### config.mk
export PLATFORM = sky130hd
export DESIGN_NAME = led_multi_blink
export DESIGN_NICKNAME = d
export VERILOG_FILES = /design/src/rtl/led_multi_blink.sv
export SDC_FILE = /design/constraint.sdc
export NUM_CORES = 1
export LEC_CHECK = 0
export BUFFER_PORTS_ARGS = -buffer_cell sky130_fd_sc_hd__buf_4
export CAP_MARGIN = 20
export CORE_MARGIN = 2
export CORE_UTILIZATION = 66
export DETAILED_ROUTE_END_ITERATION = 10
export PLACE_DENSITY_LB_ADDON = 0.25
export SLEW_MARGIN = 25
export SYNTH_ARGS = -nofsm -noshare
export SYNTH_HDL_FRONTEND = slang
export SYNTH_SLANG_ARGS = --single-unit
export TNS_END_PERCENT = 50
### constraint.sdc
create_clock -name Clock -period 5.1 [get_ports Clock]
set_input_delay 0 -clock Clock [delete_from_list [all_inputs] [get_ports Clock]]
set_output_delay 0 -clock Clock [all_outputs]
set_load 0.01 [all_outputs]
### src/rtl/led_multi_blink.sv
// N-channel LED/IO pattern generator: shared 1 ms prescaler, per-channel OFF/ON/BLINK/BURST
// modes configured over a valid/ready port, and a Sync strobe that phase-aligns running channels.
module led_multi_blink #(
   parameter int unsigned CLOCK_FREQUENCY  = 27_000_000,
   parameter int unsigned NUM_CHANNELS     = 2,
   parameter int unsigned PERIOD_W         = 12,
   parameter int unsigned BURST_PULSES     = 3,
   parameter int unsigned BURST_GAP_HALVES = 4,
   parameter logic [1:0]  RESET_MODE       = 2'd2,
   parameter int unsigned RESET_PERIOD_MS  = 500
) (
   input  logic                    Clock,
   input  logic                    Reset_n,
   input  logic                    Cfg_valid,
   output logic                    Cfg_ready,
   input  logic [3:0]              Cfg_channel,
   input  logic [1:0]              Cfg_mode,
   input  logic [PERIOD_W-1:0]     Cfg_period_ms,
   output logic                    Cfg_error,
   input  logic                    Sync,
   output logic                    Tick_1ms,
   output logic [NUM_CHANNELS-1:0] IO_voltage
);

   localparam int unsigned DIV         = CLOCK_FREQUENCY / 1000;
   localparam int unsigned PRE_W       = (DIV > 1) ? $clog2(DIV) : 1;
   localparam int unsigned HALVES      = 2 * BURST_PULSES + BURST_GAP_HALVES;
   localparam int unsigned HALF_W      = $clog2(HALVES + 1);
   localparam int unsigned RST_PERIOD  = (RESET_PERIOD_MS == 0) ? 1 : RESET_PERIOD_MS;

   localparam logic [1:0] MODE_OFF   = 2'd0;
   localparam logic [1:0] MODE_BLINK = 2'd2;
   localparam logic [1:0] MODE_BURST = 2'd3;

   logic [PRE_W-1:0] pre_cnt_reg;
   logic             tick_reg;

   always_ff @(posedge Clock or negedge Reset_n) begin
      if (!Reset_n) begin
         pre_cnt_reg <= '0;
         tick_reg    <= 1'b0;
      end else begin
         tick_reg    <= (pre_cnt_reg == PRE_W'(DIV - 1));
         pre_cnt_reg <= (pre_cnt_reg == PRE_W'(DIV - 1)) ? '0 : pre_cnt_reg + 1'b1;
      end
   end

   assign Tick_1ms = tick_reg;

   // Config handshake: accept in IDLE, apply the captured write in COMMIT.
   typedef enum logic {ST_IDLE, ST_COMMIT} cfg_state_t;

   cfg_state_t            state_reg, state_next;
   logic                  accept;
   logic                  commit;
   logic [3:0]            wr_ch_reg;
   logic [1:0]            wr_mode_reg;
   logic [PERIOD_W-1:0]   wr_period_reg;
   logic                  err_reg;

   always_comb begin
      state_next = state_reg;
      accept     = 1'b0;
      case (state_reg)
         ST_IDLE: begin
            if (Cfg_valid) begin
               accept     = 1'b1;
               state_next = ST_COMMIT;
            end
         end
         ST_COMMIT: state_next = ST_IDLE;
         default:   state_next = ST_IDLE;
      endcase
   end

   assign commit    = (state_reg == ST_COMMIT);
   assign Cfg_ready = (state_reg == ST_IDLE);
   assign Cfg_error = err_reg;

   always_ff @(posedge Clock or negedge Reset_n) begin
      if (!Reset_n) begin
         state_reg     <= ST_IDLE;
         wr_ch_reg     <= '0;
         wr_mode_reg   <= '0;
         wr_period_reg <= '0;
         err_reg       <= 1'b0;
      end else begin
         state_reg <= state_next;
         err_reg   <= commit && ({1'b0, wr_ch_reg} >= 5'(NUM_CHANNELS));
         if (accept) begin
            wr_ch_reg     <= Cfg_channel;
            wr_mode_reg   <= Cfg_mode;
            wr_period_reg <= (Cfg_period_ms == '0) ? PERIOD_W'(1) : Cfg_period_ms;
         end
      end
   end

   genvar gi;
   generate
      for (gi = 0; gi < NUM_CHANNELS; gi++) begin : g_chan
         logic [1:0]          mode_reg;
         logic [PERIOD_W-1:0] period_reg;
         logic [PERIOD_W-1:0] ms_cnt_reg;
         logic [HALF_W-1:0]   half_cnt_reg;
         logic                io_reg;
         logic                wr_hit;
         logic                running;
         logic                half_end;
         logic [HALF_W-1:0]   half_inc;
         logic                burst_level;

         assign wr_hit   = commit && (wr_ch_reg == 4'(gi));
         assign running  = (mode_reg == MODE_BLINK) || (mode_reg == MODE_BURST);
         assign half_end = (ms_cnt_reg == period_reg - 1'b1);
         assign half_inc = (half_cnt_reg == HALF_W'(HALVES - 1)) ? '0 : half_cnt_reg + 1'b1;
         // Even half-periods inside the pulse train are high; the trailing gap is low.
         assign burst_level = (half_inc < HALF_W'(2 * BURST_PULSES)) && !half_inc[0];

         always_ff @(posedge Clock or negedge Reset_n) begin
            if (!Reset_n) begin
               mode_reg     <= RESET_MODE;
               period_reg   <= PERIOD_W'(RST_PERIOD);
               ms_cnt_reg   <= '0;
               half_cnt_reg <= '0;
               io_reg       <= 1'b0;
            end else if (wr_hit) begin
               mode_reg     <= wr_mode_reg;
               period_reg   <= wr_period_reg;
               ms_cnt_reg   <= '0;
               half_cnt_reg <= '0;
               io_reg       <= (wr_mode_reg != MODE_OFF);
            end else if (running) begin
               if (Sync) begin
                  ms_cnt_reg   <= '0;
                  half_cnt_reg <= '0;
                  io_reg       <= 1'b1;
               end else if (tick_reg) begin
                  if (half_end) begin
                     ms_cnt_reg <= '0;
                     if (mode_reg == MODE_BLINK) begin
                        io_reg <= ~io_reg;
                     end else begin
                        half_cnt_reg <= half_inc;
                        io_reg       <= burst_level;
                     end
                  end else begin
                     ms_cnt_reg <= ms_cnt_reg + 1'b1;
                  end
               end
            end
         end

         assign IO_voltage[gi] = io_reg;
      end
   endgenerate

endmodule

* Word-level counts from Yosys, hierarchy flattened
Cells that the tools add are included.
Cells by class: add/sub/neg operators 7, $mul 0, div/mod/pow operators 0, $lt $le $gt $ge 3, equality and inequality tests 12, shift operators 0, mux-type cells 41, bitwise gates (word level) 3, reductions and logical operators 24
Operators by type and width (count):
- 12-bit 2-to-1 mux | 11
- 4-bit 2-to-1 mux | 14
- 12-bit by 1-bit adder with 12-bit output, second input constant | 2
- 12-bit equality test | 2
- 12-bit by 1-bit subtractor with 12-bit output, second input constant | 2
- 15-bit by 1-bit adder with 15-bit output, second input constant | 1
- 15-bit equality test, second input constant | 1
- 15-bit 2-to-1 mux | 1
- 1-bit 2-to-1 mux | 14
- 12-bit logical NOT | 1
- 3-bit nonzero test | 4
- 4-bit by 1-bit adder with 4-bit output, second input constant | 2
- 2-bit equality test, second input constant | 4
- 4-bit equality test, second input constant | 2
- 4-bit by 3-bit < comparator with 1-bit output, second input constant | 2
- 4-bit AND reduction | 2
- 3-bit inequality test, second input constant | 2
- 3-bit AND reduction | 2
- 2-bit nonzero test | 3
- 1-bit logical AND | 5
- 4-bit by 1-bit equality test with 1-bit output, second input constant | 1
- 4-bit by 2-bit greater-or-equal comparator with 1-bit output, second input constant | 1
- 4-bit logical NOT | 1
- 2-bit AND reduction | 2
- other kinds (4) | 8
Storage, ports and cells: bits in registers 98, bits in latches 0, memory bits (writable) 0, bits in read-only memories 0, input bits 22, output and inout bits 5, logic and storage cells 107, memories kept 0

* Logic depth before layout (Yosys ltp)
depth after elaboration 10, depth in mapped cells 11, depth with buffers taken out 9

* Least setup slack after synthesis
No wires, ideal clock.
path kind register to register, start register g_chan[1].period_reg[4], end register g_chan[1].ms_cnt_reg[8], library setup time 0.126 ns, arrival time 2.777 ns, data required time 4.974 ns, setup slack 2.197 ns, stages on the path, launching flop included 10, buffers on the path 2, period minus slack after synthesis 2.903 ns, cells stage by stage dfstp_2 > buf_6 > or4_1 > clkbuf_1 > or4_1 > a211oi_1 > a311oi_1 > nor4b_4 > nor2_2 > a221o_1
Between the ends: word-level cells in the longest chain between the ends 7
RTL lines:
- from (decl) | line 102 | logic [PERIOD_W-1:0] period_reg;
- from (signal assigned) | line 122 | period_reg <= PERIOD_W'(RST_PERIOD);
- from (signal assigned) | line 128 | period_reg <= wr_period_reg;
- 12-bit by 1-bit subtractor with 12-bit output | line 114 | assign half_end = (ms_cnt_reg == period_reg - 1'b1);
- 12-bit equality test | line 114
- 12-bit 2-to-1 mux | line 138 | if (half_end) begin
- 12-bit 2-to-1 mux | line 137 | end else if (tick_reg) begin
- 12-bit 2-to-1 mux | line 133 | if (Sync) begin
- 12-bit 2-to-1 mux | line 132 | end else if (running) begin
- 12-bit 2-to-1 mux | line 126 | end else if (wr_hit) begin
- to (signal assigned) | line 147 | ms_cnt_reg <= ms_cnt_reg + 1'b1;
- to (decl) | line 103 | logic [PERIOD_W-1:0] ms_cnt_reg;
No other way between the ends. The select of a mux whose other input is x is not followed. A chain may end at the register's enable or synchronous reset.

* Final worst setup path
start register g_chan[0].period_reg[0], end register g_chan[0].io_reg
Between the ends: word-level cells in the longest chain between the ends 4
RTL lines:
- from (decl) | line 102
- from (signal assigned) | line 122
- from (signal assigned) | line 128
- 12-bit by 1-bit subtractor with 12-bit output | line 114
- 12-bit equality test | line 114
- 3-bit nonzero test (no line)
- 3-bit AND reduction (no line)
- to (signal assigned) | line 131 | io_reg <= (wr_mode_reg != MODE_OFF);
- to (signal assigned) | line 141 | io_reg <= ~io_reg;
- to (signal assigned) | line 144 | io_reg <= burst_level;
- to (decl) | line 105 | logic io_reg;
No other way between the ends.

==> flow_summary.json <==
{
  "share_clk_of_total_power_pct": 17.9,
  "fill_cells": 558,
  "clock.fmax_ghz": 0.296,
  "post_synth.cell_area_avg_um2": 9.60,
  "switching_power_w": 0.000991,
  "timing.critical_path.depth": 9,
  "timing.critical_path.to_type": "flip-flop",
  "critical_path.max_fanout": 12,
  "cts_buffers": 9,
  "die_y_um": 93.7,
  "place_congestion": 0.881,
  "drtIter0Drc": 250,
  "timing_worst_slew_pin_value_ns": 0.918,
  "grt_antenna_before_repair": 0,
  "number_of_enable_type_register_cells_in_the_synthesized_netlist": 0,
  "syn_nets": 580,
  "drc": 0,
  "final_nets": 620,
  "maximum_number_of_pins_on_one_net_before_global_route_repair": 55,
  "yosys.area.top_type": "dfrtp_1",
  "synth.most_common_cell": "dfrtp_1",
  "cp-endpoint": "g_chan[0].io_reg$_DFFE_PN0P_",
  "final.min_clock_period_ns": 3.38,
  "dieWidth_um": 93.7,
  "globalRouteOverflowTotal": 0,
  "clk_root_buffer_cell": "clkbuf_8",
  "wl_per_cell_um": 17.0,
  "share_seq_of_total_power_pct": 47.4,
  "ys_seq_area_share_pct": 46.5,
  "ff2ff_path_depth": 9,
  "finalWirelength_mm": 11.9,
  "setup-violations-final": 0,
  "setup_repair_after_global_routing_missed_its_margin": "no",
  "cts_max_path_buffers": 2,
  "timing_max_transition_violations_final": 0,
  "synth_cells": 553,
  "synth.ff_latch_count": 98,
  "fin_setup_tns_ns": 0,
  "clk-insertion-delay-late_ns": 0.36,
  "final.period_utilization_pct": 66.3,
  "ys_warn_count": 0,
  "setup.worst_path.class": "flip-flop to flip-flop",
  "post_route_cells_drive_above_1_share_pct": 15.6,
  "worstPathCellList": "inv_1 > ha_1 > nor2b_1 > a21oi_1 > nor4_1 > nand3_1 > or4_1 > a21oi_2 > mux2_2",
  "die-area_um2": 8780,
  "clock-skew-final_ns": 0.0135,
  "finalHoldViolations": 0,
  "initial_utilization_pct": 68.4,
  "netlist_area_before_placement_um2": 5310,
  "layout-area-overhead-vs-synth_pct": 11.9,
  "dp_cells": 664,
  "min-delay-path-class": "primary input to async pin",
  "post-synth-top-area-fraction_pct": 39.6,
  "postCtsSetupBuffers": 0,
  "insertedDiodeCount": 0,
  "intPower_w": 0.00157,
  "row_count": 32,
  "top_level_ports": 27,
  "post_layout_nonfiller_instances": 700,
  "yosysUniqueCellTypes": 62,
  "ir_worst_vdd_uv": 209,
  "crit_path_top_delay_cell": "or4_1",
  "reg2reg_from": "g_chan[0].period_reg[0]$_DFFE_PN0P_",
  "cts_num_sinks": 98,
  "total_routing_resource_utilization_after_global_routing_pct": 29.2,
  "cts_max_level": 3,
  "synth_cell_count_leaders": "dfrtp_1 (84), nand2_1 (75), o21ai_0 (32), nand3_1 (29), mux2_2 (28)",
  "worst_slew_margin_rel_pct": 38.8,
  "grt_pass1_wl_mm": 20.1,
  "dp.final_hpwl_mm": 8.41,
  "max_cap_viol_count": 0,
  "timing.critical_path.max_delay_family": "simple AND/OR/NAND/NOR gates",
  "multi_input_comb_area_um2": 2690,
  "cts_tree": "yes",
  "cts.clk_slew.worst_paths_ns": 0.10,
  "rrSetupSlack_ns": 1.72,
  "cp-startpoint": "g_chan[0].period_reg[0]$_DFFE_PN0P_",
  "outcome": "finished clean",
  "share_comb_of_total_power_pct": 34.6,
  "swShare_pct": 38.7,
  "power_density_nw_per_um2": 431,
  "vias_per_cell": 6.26,
  "max_stage_delay_ns": 0.74,
  "synth_async_sr_flop_share_pct": 100,
  "final-seq-area_um2": 2470,
  "p_leak_nw": 2.52,
  "num_vias": 4384,
  "dr.pass1.iters": 5,
  "crit_path_start_kind": "flip-flop",
  "io_buffer_count": 26,
  "first_global_vias": 4293,
  "critical_path_buf_inv_count": 1,
  "antenna_left": 0,
  "critical_path_arrival_ns": 3.64,
  "fp.coreArea_um2": 7770,
  "rr_endpoint": "g_chan[0].io_reg$_DFFE_PN0P_",
  "cts_repair_resize_count": 0,
  "synthTopCellsByArea": "dfrtp_1 (40%), dfstp_2 (6.9%), mux2_2 (5.9%)",
  "worst-endpoint-required_ns": 5.36,
  "synth-main-ff-cell": "dfrtp_1"
}
==> timing repair <==
| action | in CTS | in global routing |
|---|---|---|
| setup endpoints to repair | 0 | 0 |
| hold buffers | 20 | 0 |
| hold endpoints to repair | 62 | 0 |
==> through the flow <==
step	total power (W)	setup WS [ns]	instance area [um^2]	util, %	hold WS (ns)
floorplan	0.00186	2.20	5310	-	-0.296
finish	0.00256	1.72	5940	76.5	0.187
detailed placement	0.00209	1.74	5570	71.7	0.0408
global placement	0.00204	1.84	5560	71.6	0.0339
global route	0.00275	1.43	5940	76.5	0.230
CTS	0.00255	1.75	5940	76.5	0.185
==> routing by layer <==
| metal | up-vias | track usage [%] | share of wire (%) |
|---|---|---|---|
| li1 | 2078 | - | - |
| met1 | 2127 | 39.7 | 45 |
| met2 | 151 | 48.1 | 49 |
| met3 | 28 | 4.74 | 4.8 |
| met4 | 0 | 9.78 | 1.8 |
| met5 | - | 0 | 0 |
==> layout by cell type (no fill, tap or decap), types with 4 or more instances in the layout <==
master and n:
dlygate4sd3_1 20, a31oi_1 6, xnor2_1 23, nor3_1 15, mux2_2 28, o21ai_0 32
nand3_1 29, nand2b_1 5, a211o_1 4, dfrtp_1 84, buf_4 28, a21oi_1 20
ha_1 5, dfstp_2 14, and3_1 8, nand4_1 12, a211oi_1 5, clkbuf_8 9
nor2b_1 11, and2_1 4, a22o_1 6, inv_1 18, o31ai_1 9, xor2_1 22
nand2_1 75, or4_1 6, nor4_1 9, nor2_1 27, or3_1 9
==> worst min path at each step <==
stage	slack [ns]	start	end
final	0.19	Reset_n	g_chan[1].ms_cnt_reg[9]$_DFFE_PN0P_
after global routing	0.23	Reset_n	g_chan[1].ms_cnt_reg[9]$_DFFE_PN0P_
after CTS	0.18	Reset_n	g_chan[1].ms_cnt_reg[9]$_DFFE_PN0P_
after detailed placement	0.04	Reset_n	g_chan[1].ms_cnt_reg[5]$_DFFE_PN0P_
after global placement	0.03	Reset_n	g_chan[1].ms_cnt_reg[5]$_DFFE_PN0P_
after floorplan	-0.30	Reset_n	Cfg_error$_DFF_PN0_
==> power groups by stage <==
stage | registers (W) | clock network [W] | logic, W
2_1_floorplan | 0.00114 | 0 | 0.000715
4_1_cts | 0.00121 | 0.000467 | 0.000881
5_1_grt | 0.00124 | 0.000503 | 0.00100
6_report | 0.00121 | 0.000459 | 0.000887
3_3_place_gp | 0.00121 | 0 | 0.000835
3_5_place_dp | 0.00122 | 0 | 0.000865
==> final cells by class <==
type | count | area share (%)
Clock inverter | 6 | 0.842
Timing Repair Buffer | 48 | 6.90
Clock buffer | 10 | 2.15
Tap cell | 102 | 2.15
Inverter | 18 | 1.14
Multi-Input combinational cell | 418 | 45.3
Sequential cell | 98 | 41.5
==> kinds of logic (layout without fill, tap and decap cells) <==
logic type,after synthesis,in the layout,synth area share [%]
AO/OA/AOI/OAI,105,105,12.7
flip-flops,98,98,46.5
adder cells (fa/ha/maj),5,5,1.18
multiplexers,30,30,6.31
AND/OR/NAND/NOR,233,233,23.0
buffers and inverters,37,82,2.92
XOR/XNOR,45,45,7.42
Power figures use the tool's default switching activity.
